<file path="src/rtl/mem_sequencer_if.sv">
// Request and SRAM pad bundle for mem_sequencer.
// The slave modport is the sequencer; the master modport is the control unit / pad side.
interface mem_sequencer_if #(
  parameter int unsigned ADDR_W = 20
);
  logic              Req;
  logic              We;
  logic [ADDR_W-1:0] Addr;
  logic [15:0]       Wdata;
  logic [1:0]        Byte_sel;
  logic [15:0]       Rdata;
  logic              Ready;
  logic              Busy;
  logic [ADDR_W-1:0] SRAM_ADDR;
  logic              CE_N;
  logic              OE_N;
  logic              WE_N;
  logic              UB_N;
  logic              LB_N;
  logic [15:0]       Data_out;
  logic              Data_oe;
  logic [15:0]       Data_in;

  modport slave (
    input  Req, We, Addr, Wdata, Byte_sel, Data_in,
    output Rdata, Ready, Busy, SRAM_ADDR, CE_N, OE_N, WE_N, UB_N, LB_N, Data_out, Data_oe
  );

  modport master (
    output Req, We, Addr, Wdata, Byte_sel, Data_in,
    input  Rdata, Ready, Busy, SRAM_ADDR, CE_N, OE_N, WE_N, UB_N, LB_N, Data_out, Data_oe
  );
endinterface

</file>
<file path="src/rtl/mem_sequencer.sv">
// Multi-cycle asynchronous SRAM access sequencer (SETUP / ACCESS / HOLD / DONE).
// Optional byte-lane strobes enabled by defining MEM_SEQ_BYTE_EN.
module mem_sequencer #(
  parameter int unsigned ADDR_W      = 20,
  parameter int unsigned WAIT_CYCLES = 2
) (
  input logic             Clk,
  input logic             Reset,
  mem_sequencer_if.slave  bus
);
  localparam int unsigned CNT_W  = 4;
  localparam int unsigned DATA_W = 16;

  typedef enum logic [2:0] {
    IDLE   = 3'd0,
    SETUP  = 3'd1,
    ACCESS = 3'd2,
    HOLD   = 3'd3,
    DONE   = 3'd4
  } state_t;

  state_t              state_q, state_d;
  logic [CNT_W-1:0]    cnt_q, cnt_d;
  logic [ADDR_W-1:0]   addr_q, addr_d;
  logic                we_q, we_d;
  logic [DATA_W-1:0]   wdata_q, wdata_d;
  logic [DATA_W-1:0]   rdata_q, rdata_d;
  logic                ce_n_q, ce_n_d;
  logic                oe_n_q, oe_n_d;
  logic                we_n_q, we_n_d;
  logic                ub_n_q, ub_n_d;
  logic                lb_n_q, lb_n_d;
  logic                data_oe_q, data_oe_d;
  logic                ready_q, ready_d;
  logic                busy_q, busy_d;
  logic                active_d;
`ifdef MEM_SEQ_BYTE_EN
  logic [1:0]          byte_sel_q, byte_sel_d;
`endif

  always_ff @(posedge Clk) begin
    if (!Reset) begin
      state_q   <= IDLE;
      cnt_q     <= '0;
      addr_q    <= '0;
      we_q      <= 1'b0;
      wdata_q   <= '0;
      rdata_q   <= '0;
      ce_n_q    <= 1'b1;
      oe_n_q    <= 1'b1;
      we_n_q    <= 1'b1;
      ub_n_q    <= 1'b1;
      lb_n_q    <= 1'b1;
      data_oe_q <= 1'b0;
      ready_q   <= 1'b0;
      busy_q    <= 1'b0;
`ifdef MEM_SEQ_BYTE_EN
      byte_sel_q <= 2'b00;
`endif
    end else begin
      state_q   <= state_d;
      cnt_q     <= cnt_d;
      addr_q    <= addr_d;
      we_q      <= we_d;
      wdata_q   <= wdata_d;
      rdata_q   <= rdata_d;
      ce_n_q    <= ce_n_d;
      oe_n_q    <= oe_n_d;
      we_n_q    <= we_n_d;
      ub_n_q    <= ub_n_d;
      lb_n_q    <= lb_n_d;
      data_oe_q <= data_oe_d;
      ready_q   <= ready_d;
      busy_q    <= busy_d;
`ifdef MEM_SEQ_BYTE_EN
      byte_sel_q <= byte_sel_d;
`endif
    end
  end

  // Next state, request latching and read capture.
  always_comb begin
    state_d = state_q;
    cnt_d   = cnt_q;
    addr_d  = addr_q;
    we_d    = we_q;
    wdata_d = wdata_q;
    rdata_d = rdata_q;
`ifdef MEM_SEQ_BYTE_EN
    byte_sel_d = byte_sel_q;
`endif
    case (state_q)
      IDLE: begin
        if (bus.Req) begin
          addr_d  = bus.Addr;
          we_d    = bus.We;
          wdata_d = bus.Wdata;
`ifdef MEM_SEQ_BYTE_EN
          byte_sel_d = bus.Byte_sel;
`endif
          state_d = SETUP;
        end
      end
      SETUP: begin
        cnt_d   = CNT_W'(WAIT_CYCLES - 1);
        state_d = ACCESS;
      end
      ACCESS: begin
        if (cnt_q == '0) begin
          state_d = HOLD;
          if (!we_q) rdata_d = bus.Data_in;
        end else begin
          cnt_d = cnt_q - CNT_W'(1);
        end
      end
      HOLD:    state_d = DONE;
      DONE:    state_d = IDLE;
      default: state_d = IDLE;
    endcase
  end

  // Strobes decoded from the next state so the registered outputs line up with the state.
  always_comb begin
    ce_n_d    = 1'b1;
    oe_n_d    = 1'b1;
    we_n_d    = 1'b1;
    data_oe_d = 1'b0;
    ready_d   = 1'b0;
    busy_d    = (state_d != IDLE);
    active_d  = 1'b0;
    case (state_d)
      SETUP: begin
        ce_n_d    = 1'b0;
        data_oe_d = we_d;
        active_d  = 1'b1;
      end
      ACCESS: begin
        ce_n_d   = 1'b0;
        active_d = 1'b1;
        if (we_d) begin
          we_n_d    = 1'b0;
          data_oe_d = 1'b1;
        end else begin
          oe_n_d = 1'b0;
        end
      end
      HOLD: begin
        ce_n_d    = 1'b0;
        data_oe_d = we_d;
        active_d  = 1'b1;
      end
      DONE:    ready_d = 1'b1;
      default: ;
    endcase
`ifdef MEM_SEQ_BYTE_EN
    ub_n_d = active_d ? ~byte_sel_d[1] : 1'b1;
    lb_n_d = active_d ? ~byte_sel_d[0] : 1'b1;
`else
    ub_n_d = ~active_d;
    lb_n_d = ~active_d;
`endif
  end

  assign bus.Rdata     = rdata_q;
  assign bus.Ready     = ready_q;
  assign bus.Busy      = busy_q;
  assign bus.SRAM_ADDR = addr_q;
  assign bus.CE_N      = ce_n_q;
  assign bus.OE_N      = oe_n_q;
  assign bus.WE_N      = we_n_q;
  assign bus.UB_N      = ub_n_q;
  assign bus.LB_N      = lb_n_q;
  assign bus.Data_out  = wdata_q;
  assign bus.Data_oe   = data_oe_q;
endmodule

</file>
<file path="src/flat_wrapper.sv">
// flat-port wrapper written by rule: the top's interface ports become plain ports
module mem_sequencer_flat 
#(
  parameter int unsigned ADDR_W      = 20,
  parameter int unsigned WAIT_CYCLES = 2
)
  (Clk, Reset, bus_Req, bus_We, bus_Addr, bus_Wdata, bus_Byte_sel, bus_Data_in, bus_Rdata, bus_Ready, bus_Busy, bus_SRAM_ADDR, bus_CE_N, bus_OE_N, bus_WE_N, bus_UB_N, bus_LB_N, bus_Data_out, bus_Data_oe);
  mem_sequencer_if #(.ADDR_W(ADDR_W)) bus_i ();
  input logic Clk;
  input logic Reset;
  input wire logic [$bits(bus_i.Req)-1:0] bus_Req;
  input wire logic [$bits(bus_i.We)-1:0] bus_We;
  input wire logic [$bits(bus_i.Addr)-1:0] bus_Addr;
  input wire logic [$bits(bus_i.Wdata)-1:0] bus_Wdata;
  input wire logic [$bits(bus_i.Byte_sel)-1:0] bus_Byte_sel;
  input wire logic [$bits(bus_i.Data_in)-1:0] bus_Data_in;
  output wire logic [$bits(bus_i.Rdata)-1:0] bus_Rdata;
  output wire logic [$bits(bus_i.Ready)-1:0] bus_Ready;
  output wire logic [$bits(bus_i.Busy)-1:0] bus_Busy;
  output wire logic [$bits(bus_i.SRAM_ADDR)-1:0] bus_SRAM_ADDR;
  output wire logic [$bits(bus_i.CE_N)-1:0] bus_CE_N;
  output wire logic [$bits(bus_i.OE_N)-1:0] bus_OE_N;
  output wire logic [$bits(bus_i.WE_N)-1:0] bus_WE_N;
  output wire logic [$bits(bus_i.UB_N)-1:0] bus_UB_N;
  output wire logic [$bits(bus_i.LB_N)-1:0] bus_LB_N;
  output wire logic [$bits(bus_i.Data_out)-1:0] bus_Data_out;
  output wire logic [$bits(bus_i.Data_oe)-1:0] bus_Data_oe;
  assign bus_i.Req = bus_Req;
  assign bus_i.We = bus_We;
  assign bus_i.Addr = bus_Addr;
  assign bus_i.Wdata = bus_Wdata;
  assign bus_i.Byte_sel = bus_Byte_sel;
  assign bus_i.Data_in = bus_Data_in;
  assign bus_Rdata = bus_i.Rdata;
  assign bus_Ready = bus_i.Ready;
  assign bus_Busy = bus_i.Busy;
  assign bus_SRAM_ADDR = bus_i.SRAM_ADDR;
  assign bus_CE_N = bus_i.CE_N;
  assign bus_OE_N = bus_i.OE_N;
  assign bus_WE_N = bus_i.WE_N;
  assign bus_UB_N = bus_i.UB_N;
  assign bus_LB_N = bus_i.LB_N;
  assign bus_Data_out = bus_i.Data_out;
  assign bus_Data_oe = bus_i.Data_oe;
  mem_sequencer #(.ADDR_W(ADDR_W), .WAIT_CYCLES(WAIT_CYCLES)) u_core (.Clk(Clk), .Reset(Reset), .bus(bus_i));
endmodule
</file>
<file path="config.mk">
export PLATFORM = sky130hd
export DESIGN_NAME = mem_sequencer_flat
export DESIGN_NICKNAME = d
export VERILOG_FILES = /design/src/rtl/mem_sequencer_if.sv /design/src/rtl/mem_sequencer.sv /design/src/flat_wrapper.sv
export SDC_FILE = /design/constraint.sdc
export NUM_CORES = 1
export LEC_CHECK = 0
export CAP_MARGIN = 20
export CORE_MARGIN = 1
export CORE_UTILIZATION = 35
export CTS_CLUSTER_SIZE = 40
export DETAILED_ROUTE_END_ITERATION = 8
export PLACE_DENSITY = 0.69
export SYNTH_ARGS = -nofsm -noshare
export SYNTH_HDL_FRONTEND = slang
export SYNTH_SLANG_ARGS = --single-unit
</file>
<file path="constraint.sdc">
create_clock -name Clk -period 2.2 [get_ports Clk]
set_clock_uncertainty 0.2 [all_clocks]
set_input_delay 0.44 -clock Clk [delete_from_list [all_inputs] [get_ports Clk]]
set_output_delay 0.44 -clock Clk [all_outputs]
set_load 0.1 [all_outputs]
</file>
## Yosys cells after proc, flatten, opt, wreduce, memory -nomap -nowiden

Cells that the tools add are included.
W data, S select, Z words.

- Register bits: 67

- Add/sub/neg operators: 1
- Equal/unequal tests: 8
- Multiplexer cells: 13
- Bitwise logic cells: 2
- Reduce and logical (&&, ||, !) cells: 10

Operators by type and width:

| cell | number |
|---|---|
| $eq A3 B2 Y1 const B | 4 |
| $pmux W3 S4 | 1 |
| $pmux W4 S2 | 1 |
| $mux W1 | 7 |
| $eq A3 B1 Y1 const B | 2 |
| $mux W3 | 2 |
| $reduce_and A2 Y1 | 3 |
| $logic_not A4 Y1 | 1 |
| $mux W4 | 1 |
| $sub A4 B1 Y4 const B | 1 |
| $eq A3 B3 Y1 const B | 1 |
| $logic_not A3 Y1 | 1 |
| $reduce_and A3 Y1 | 1 |
| $reduce_bool A3 Y1 | 1 |
| $reduce_or A3 Y1 | 1 |
| $ne A2 B2 Y1 const B | 1 |
| $not A1 Y1 | 2 |
| $pmux W1 S2 | 1 |
| $reduce_bool A2 Y1 | 1 |
| $reduce_or A2 Y1 | 1 |

## Longest topological paths before layout

Gate-level depths: netlist of run 1.

- Depth in word-level cells: 7
- Mapped depth: 7
- Gate-level depth less buffers: 5

## Worst setup path after synthesis of run 1

No wires, ideal clock.

- Kind: reg-to-output
- Start: register, netlist name u_core.bus.UB_N
- End: output bus_LB_N
- Arrival time: 1374 ps
- Required time: 1560 ps
- Path slack: 186 ps
- Stages on the path, launching flop included: 2
- Buffers on the path: 1
- Path through: dfxtp_1 buf_4

RTL lines:

| item | line | RTL |
|---|---|---|
| end, declared | flat_wrapper.sv:25 | `output wire logic [$bits(bus_i.LB_N)-1:0] bus_LB_N;` |

## Worst setup path in the final report of run 1

- Start: register u_core.state_q[0]
- End: register u_core.rdata_q[7], in the netlist u_core.bus.Rdata[7]

- Cells in the longest elaborated chain, start to end: 2

RTL lines:

| item | line | RTL |
|---|---|---|
| start, declared | mem_sequencer.sv:22 | `state_t state_q, state_d;` |
| start signal, assigned | mem_sequencer.sv:61 | `state_q <= state_d;` |
| $eq A3 B2 Y1 | mem_sequencer.sv:92 | `case (state_q)` |
| $reduce_and A3 Y1 (no source line) | n/a |  |
| end signal, assigned | mem_sequencer.sv:66 | `rdata_q <= rdata_d;` |
| end, declared | mem_sequencer.sv:27 | `logic [DATA_W-1:0] rdata_q, rdata_d;` |

No other way between the ends.
A chain may end at the register's enable or synchronous reset.

==> results of run 1 <==
synth_stat cells, drive strengths merged, types with 3 or more instances:
| cell | number |
|---|---|
| a21boi | 38 |
| buf | 12 |
| clkbuf | 9 |
| dfxtp | 66 |
| mux2i | 16 |
| nand2 | 108 |
| nand2b | 3 |
| nand3b | 3 |
| nor2 | 4 |
| o211a | 3 |
| or3b | 3 |
power by group through the flow:
stage / combinational, W / sequential, W / clock [W]
6_report: 0.00207 / 0.00147 / 0.000862
5_1_grt: 0.00218 / 0.00150 / 0.000970
4_1_cts: 0.00208 / 0.00147 / 0.000914
3_5_place_dp: 0.00208 / 0.00150 / 0
3_3_place_gp: 0.00207 / 0.00149 / 0
2_1_floorplan: 0.000651 / 0.00247 / 0
cell usage in the layout, fill, tap and decap left out, types with 2 or more instances in the layout:
cell type,instances
sky130_fd_sc_hd__a21boi_1,38
sky130_fd_sc_hd__buf_12,2
sky130_fd_sc_hd__buf_4,67
sky130_fd_sc_hd__clkbuf_1,3
sky130_fd_sc_hd__clkbuf_8,10
sky130_fd_sc_hd__clkdlybuf4s50_1,54
sky130_fd_sc_hd__clkinv_2,3
sky130_fd_sc_hd__dfxtp_1,66
sky130_fd_sc_hd__ha_1,2
sky130_fd_sc_hd__inv_1,2
sky130_fd_sc_hd__mux2i_1,16
sky130_fd_sc_hd__nand2_1,108
sky130_fd_sc_hd__nand2b_1,3
sky130_fd_sc_hd__nand3b_1,3
sky130_fd_sc_hd__nor2_1,4
sky130_fd_sc_hd__nor3_1,2
sky130_fd_sc_hd__nor4_1,2
sky130_fd_sc_hd__o211a_1,3
sky130_fd_sc_hd__o21a_1,2
sky130_fd_sc_hd__or3b_2,2
worst max-delay path by stage:
| stage | startpoint | end |
|---|---|---|
| final | u_core.state_q[0] | u_core.bus.Rdata[7] |
| after global routing | u_core.state_q[0] | u_core.bus.Rdata[15] |
| after CTS | u_core.state_q[0] | u_core.bus.Rdata[7] |
| after detailed placement | bus_Req | u_core.bus.Data_out[4] |
| after global placement | bus_Req | u_core.bus.SRAM_ADDR[17] |
| after floorplan | u_core.bus.UB_N | bus_LB_N |
through the flow:
| step | hold WS [ns] | area, µm² |
|---|---|---|
| CTS | 0.257 | 3860 |
| global placement | 0.242 | 3690 |
| detailed placement | 0.247 | 3690 |
| finish | 0.253 | 3860 |
| global route | 0.268 | 3860 |
| floorplan | 0.224 | 2620 |
final cells by class:
type | instances | area (µm²)
clock buffers | 13 | 149
fillers | 681 | 3400
clock inverters | 3 | 15.0
flip-flops and latches | 66 | 1320
repair buffers | 124 | 1090
inverters | 2 | 7.51
well taps | 99 | 124
multi-input cells | 199 | 1150
logic make-up (layout without fill, tap and decap cells):
kind of cell | count (synthesis) | after routing
AO/OA/AOI/OAI | 48 | 48
XOR/XNOR | 1 | 1
adder cells (fa/ha/maj) | 2 | 2
buffers and inverters | 23 | 142
flip-flops | 66 | 66
multiplexers | 16 | 16
AND/OR/NAND/NOR | 132 | 132
sequential cells by signal (all words and copies together) (netlist names):
name and flops:
u_core.bus.Data_oe 1, u_core.bus.Rdata 16, u_core.cnt_q 4, u_core.bus.WE_N 1, u_core.bus.SRAM_ADDR 20, u_core.bus.UB_N 1, u_core.bus.Busy 1, u_core.we_q 1
u_core.bus.Data_out 16, u_core.bus.OE_N 1, u_core.bus.Ready 1, u_core.state_q 3
layer usage:
layer  vias to the layer above  share of wire [%]  GRT usage (%)
met5                         -                  0              0
met4                         0                1.2           7.77
met3                         7                6.1           4.85
met2                        65                 47           26.2
met1                      1053                 45           19.0
li1                       1176                  -              -
critical path, cell delays in order, from the launching register on:
cell,delay [ns]
sky130_fd_sc_hd__dfxtp_1,0.43
sky130_fd_sc_hd__or3b_4,0.48
sky130_fd_sc_hd__nor3b_2,0.16
sky130_fd_sc_hd__buf_4,0.31
sky130_fd_sc_hd__mux2i_1,0.24
==> impl_metrics.yaml, run 1 <==
floorplan:
  dieArea_mm2: 0.00783
  num_rows: 31
  design.core.area_mm2: 0.00725
  ios: 118
  die-width_um: 88.5
  floorplan.initialDensity_pct: 36.1
  die_height_um: 88.5
yosys:
  synth_top_area_cell: "sky130_fd_sc_hd__dfxtp_1"
  syn_std_cell_area_mm2: 0.00262
  yosys-mux-area-fraction_pct: 6.12
  synth-xor-area-share_pct: 0.334
  synth-compound-area-share_pct: 14.1
  postSynthAreaPerCell_um2: 9.09
  fraction_of_synthesis_flops_using_an_asynchronous_set_or_reset_pin_pct: 0
  synth_top_family_by_area: "simple AND/OR/NAND/NOR gates"
  synthTopCellsByArea: "sky130_fd_sc_hd__dfxtp_1 (50%), sky130_fd_sc_hd__nand2_1 (15%), sky130_fd_sc_hd__a21boi_1 (11%), sky130_fd_sc_hd__mux2i_1 (6.1%), sky130_fd_sc_hd__buf_6 (1.7%)"
  yosysTopAreaCellShare_pct: 50.5
  netlist-cell-type-count: 33
  synth_flop_cell: "sky130_fd_sc_hd__dfxtp_1"
  synthAdderAreaFrac_pct: 0.956
  synth_simple_gate_area_share_pct: 22.5
  seq_area_frac_synth_pct: 50.5
  synth-warning-count: 0
  net_count_after_synthesis: 348
  postSynthCellCount: 288
  synthesized_flop_and_latch_total: 66
  synth-edff-count: 0
pwr:
  power.sequential.fraction_pct: 33.4
  p_int_w: 0.00238
  power.share.combinational_pct: 47.0
  cell_area_power_density_mw_per_mm2: 1140
  irDropWorstVdd_mv: 0.474
  clock_power_share_pct: 19.6
  p_sw_w: 0.00203
  design_power_total_w: 0.00440
  power.switching_fraction_pct: 46.0
  leakage_nw: 1.62
setup_path:
  timing.setup.critical_path_class: "reg -> reg"
  crit_fanout: 16
  setup.worst_path.start_class: "flop"
  reg2regPathDepth: 4
  critPathArrivalTime_ns: 1.94
  worstReg2RegStart: "u_core.state_q[0]"
  crit-reg2reg-capture: "u_core.bus.Rdata[7]"
  crit_path_end_kind: "flop"
  req_time_crit_path_ns: 2.25
  setup.reg_to_reg.worst_slack_ns: 0.31
detailed_routing:
  ant_nets: 0
  drc_errors: 0
  post_drt_via_cell_ratio: 4.55
  route.vias.total: 2301
  avgRoutedWirePerCell_um: 12.0
  drt-pass1-iter-count: 4
  drt_wl_total_mm: 6.08
  drt_first_iter_violations: 69
clock_network:
  insertion_delay_ns: 0.32
  clk_transition_reported_paths_ns: 0.07
  postCtsSetupBuffers: 0
  hold_buffers: 0
  numClockSinks: 66
  cts.root.buffer_cell: "sky130_fd_sc_hd__clkbuf_8"
  tritoncts_clock_tree: "yes"
  number_of_cts_inserted_buffers: 9
  post_cts_resize_count: 0
  htree_num_levels: 3
  clk_path_buf_depth: 2
layout:
  postLayoutCoreUtil_pct: 53.2
  final_layout_size_suffix_gt1_share_pct: 21.6
  area.growth.synth_to_final_pct: 47.3
  final_cells: 506
  finalNetCount: 462
  diodes: 0
global_route:
  globalRouteTotalUtil_pct: 16.0
  initial_antenna_violation_count: 0
  grt_start_max_net_pins: 49
  grt_first_pass_wirelength_mm: 9.61
  vias_in_the_first_global_route: 2171
  grt_remaining_overflow: 0
min_path:
  min_to: "u_core.bus.SRAM_ADDR[14]"
  whs_path_depth: 2
  timing.hold.worst.class: "reg -> reg"
  hold_path.startpoint: "u_core.bus.SRAM_ADDR[14]"
status:
  outcome: "finished clean"
sta:
  fin_tns_setup_ns: 0
  hold_viol: 0
  max_slew.worst_pin.slew_ns: 0.604
  maximum_clock_frequency_ghz: 0.530
  report.final.slew_viol_count: 0
  finalCritPeriodShare_pct: 85.8
  setup_repair_after_global_routing_missed_its_margin: "false"
  relSlewSlack_pct: 59.2
  min_period_ns: 1.89
  final-setup-viol-count: 0
  setup_slack_ns: 0.312
placement:
  dp_slack_ns: 0.107
  globalplace.congestion: 0.756
  post-place-cells: 490
  dp_hpwl_mm: 4.20
  portBuffers: 115
flow_run:
  maxCapViolations: 0
(Power assumes the default switching activity.)
==> run 2, diff against run 1 <==
--- a/config.mk
+++ b/config.mk
@@ -6,11 +6,14 @@
 export NUM_CORES = 1
 export LEC_CHECK = 0
 export CAP_MARGIN = 20
+export CELL_PAD_IN_SITES_DETAIL_PLACEMENT = 1
+export CELL_PAD_IN_SITES_GLOBAL_PLACEMENT = 2
 export CORE_MARGIN = 1
-export CORE_UTILIZATION = 35
+export CORE_UTILIZATION = 24
+export CTS_BUF_LIST = sky130_fd_sc_hd__clkbuf_8
 export CTS_CLUSTER_SIZE = 40
 export DETAILED_ROUTE_END_ITERATION = 8
-export PLACE_DENSITY = 0.69
+export PLACE_DENSITY_LB_ADDON = 0.1
 export SYNTH_ARGS = -nofsm -noshare
 export SYNTH_HDL_FRONTEND = slang
 export SYNTH_SLANG_ARGS = --single-unit
==> run 2 against run 1 <==
Effect of this change: register-to-register slack lost 0.02 ns; non-clock buffer count shrank 1; design area grew 2.4%; flip-flop and latch count is the same; hold slack gained 0.0024 ns; final cell count grew 7.1%; power grew 5.0%; clock power grew 18%; combinational power grew 3%; die area grew 45%; sequential power is essentially flat; critical path type unchanged; critical endpoint is now u_core.bus.Rdata[11]; largest cell class unchanged.
==> impl_metrics.yaml, run 2 (same netlist as run 1, synthesis figures left out) <==
floorplan:
  die_height_um: 106
  dieArea_mm2: 0.0113
  floorplan.initialDensity_pct: 25.0
  num_rows: 37
  die-width_um: 106
  ios: 118
  design.core.area_mm2: 0.0105
sta:
  max_slew.worst_pin.slew_ns: 0.761
  hold_viol: 0
  report.final.slew_viol_count: 0
  relSlewSlack_pct: 48.6
  final-setup-viol-count: 0
  min_period_ns: 1.91
  fin_tns_setup_ns: 0
  finalCritPeriodShare_pct: 86.7
  maximum_clock_frequency_ghz: 0.524
  final.hold.worst_slack_ns: 0.255
  setup_repair_after_global_routing_missed_its_margin: "false"
clock_network:
  clk_path_buf_depth: 2
  number_of_cts_inserted_buffers: 9
  postCtsSetupBuffers: 0
  post_cts_resize_count: 0
  insertion_delay_ns: 0.34
  clk_transition_reported_paths_ns: 0.08
  numClockSinks: 66
  tritoncts_clock_tree: "yes"
  cts.root.buffer_cell: "sky130_fd_sc_hd__clkbuf_8"
  hold_buffers: 0
  htree_num_levels: 3
global_route:
  grt_first_pass_wirelength_mm: 11.9
  vias_in_the_first_global_route: 2401
  globalRouteTotalUtil_pct: 13.6
  grt_start_max_net_pins: 75
  initial_antenna_violation_count: 0
  grt_remaining_overflow: 0
detailed_routing:
  route.vias.total: 2348
  avgRoutedWirePerCell_um: 13.7
  drc_errors: 0
  post_drt_via_cell_ratio: 4.33
  drt_wl_total_mm: 7.41
  drt_first_iter_violations: 33
  ant_nets: 0
  drt-pass1-iter-count: 4
setup_path:
  worstReg2RegStart: "u_core.cnt_q[0]"
  timing.setup.critical_path_class: "reg -> reg"
  setup.worst_path.start_class: "flop"
  setup.reg_to_reg.worst_slack_ns: 0.29
  crit_path_max_incr_delay_ns: 0.32
  crit_fanout: 16
  crit_path_end_kind: "flop"
  critPathArrivalTime_ns: 1.98
  cp_cell_sequence: "inv_1 > ha_1 > nor3b_1 > nor3b_4 > buf_12 > mux2i_1"
  reg2regPathDepth: 6
  timing.critical_path.slowest_stage_cell: "sky130_fd_sc_hd__nor3b_1"
  critPathCapture: "u_core.bus.Rdata[11]"
  req_time_crit_path_ns: 2.27
  crit-reg2reg-capture: "u_core.bus.Rdata[11]"
  timing.critical_path.from: "u_core.cnt_q[0]"
layout:
  postLayoutCoreUtil_pct: 37.7
  multiInputGateArea_mm2: 0.00116
  final_common_cell: "sky130_fd_sc_hd__nand2_1"
  largest_register_ffs: 20
  final_layout_size_suffix_gt1_share_pct: 21.7
  seqCellArea_mm2: 0.00132
  finalNetCount: 461
  area.growth.synth_to_final_pct: 50.8
  layout.cell_area.non_filler_mm2: 0.00395
  final_cell_mix: "sky130_fd_sc_hd__nand2_1 (108), sky130_fd_sc_hd__dfxtp_1 (66), sky130_fd_sc_hd__buf_4 (64)"
  n_fill_cell: 1245
  diodes: 0
pwr:
  irDropWorstVdd_mv: 0.382
  leakage_nw: 1.64
  cell_area_power_density_mw_per_mm2: 1170
flow_run:
  maxCapViolations: 0
min_path:
  hold_path.startpoint: "u_core.bus.SRAM_ADDR[6]"
  timing.hold.worst.class: "reg -> reg"
placement:
  dp_hpwl_mm: 4.92
  globalplace.congestion: 0.706
  portBuffers: 115
  placed_area_mm2: 0.00376
status:
  outcome: "finished clean"
[run 2: cell types whose count changed in the layout (fill, tap and decap cells not counted), sizes merged]
cell	previous run	this run
clkbuf	13	9
clkinvlp	0	2
buf	70	69
inv	2	4
bufinv	0	1
clkinv	3	2
[run 2: worst min-delay path by stage]
stage / to / slack [ns] / cells after the start
3_5_place_dp: u_core.bus.SRAM_ADDR[6] / 0.25 / 2
6_report: u_core.bus.SRAM_ADDR[6] / 0.26 / 2
4_1_cts: u_core.bus.SRAM_ADDR[0] / 0.26 / 2
5_1_grt: u_core.bus.SRAM_ADDR[0] / 0.28 / 2
2_1_floorplan: u_core.bus.WE_N / 0.22 / 1
3_3_place_gp: u_core.bus.SRAM_ADDR[18] / 0.24 / 2
[run 2: metrics by stage]
stage,total power (W),setup slack (ns),instances
global route,0.00485,0.147,542
CTS,0.00470,0.285,542
detailed placement,0.00366,0.0905,526
global placement,0.00363,0.120,526
finish,0.00462,0.292,542
floorplan,0.00312,0.186,288
[run 2: layer usage]
metal | share of wire [%] | wire, µm | global-route usage (%)
met1 | 44 | 3290 | 15.9
met2 | 48 | 3530 | 22.5
met3 | 6.8 | 506 | 5.52
met4 | 1.1 | 82 | 4.11
met5 | 0 | 0 | 0
[run 2: area by class of cell]
class	instances	share of cell area, %
clock buffers	9	3.14
clock inverters	7	1.58
inverters	2	0.190
multi-input cells	199	29.3
flip-flops and latches	66	33.5
well taps	136	4.31
repair buffers	123	28.0
[run 2: worst max-delay path, delay by kind of cell (launching register included)]
family	cells	cell delay (ns)
muxes	1	0.22
buffers and inverters	2	0.31
adders and majority gates	1	0.18
DFF	1	0.31
and+or+nand+nor	2	0.60
[run 2: power by group]
part / switching, W / internal [W] / leakage [nW]
Sequential: 0.000108 / 0.00137 / 0.540
Clock: 0.000505 / 0.000512 / 0.0976
Combinational: 0.00154 / 0.000596 / 1.00
Total: 0.00215 / 0.00247 / 1.64
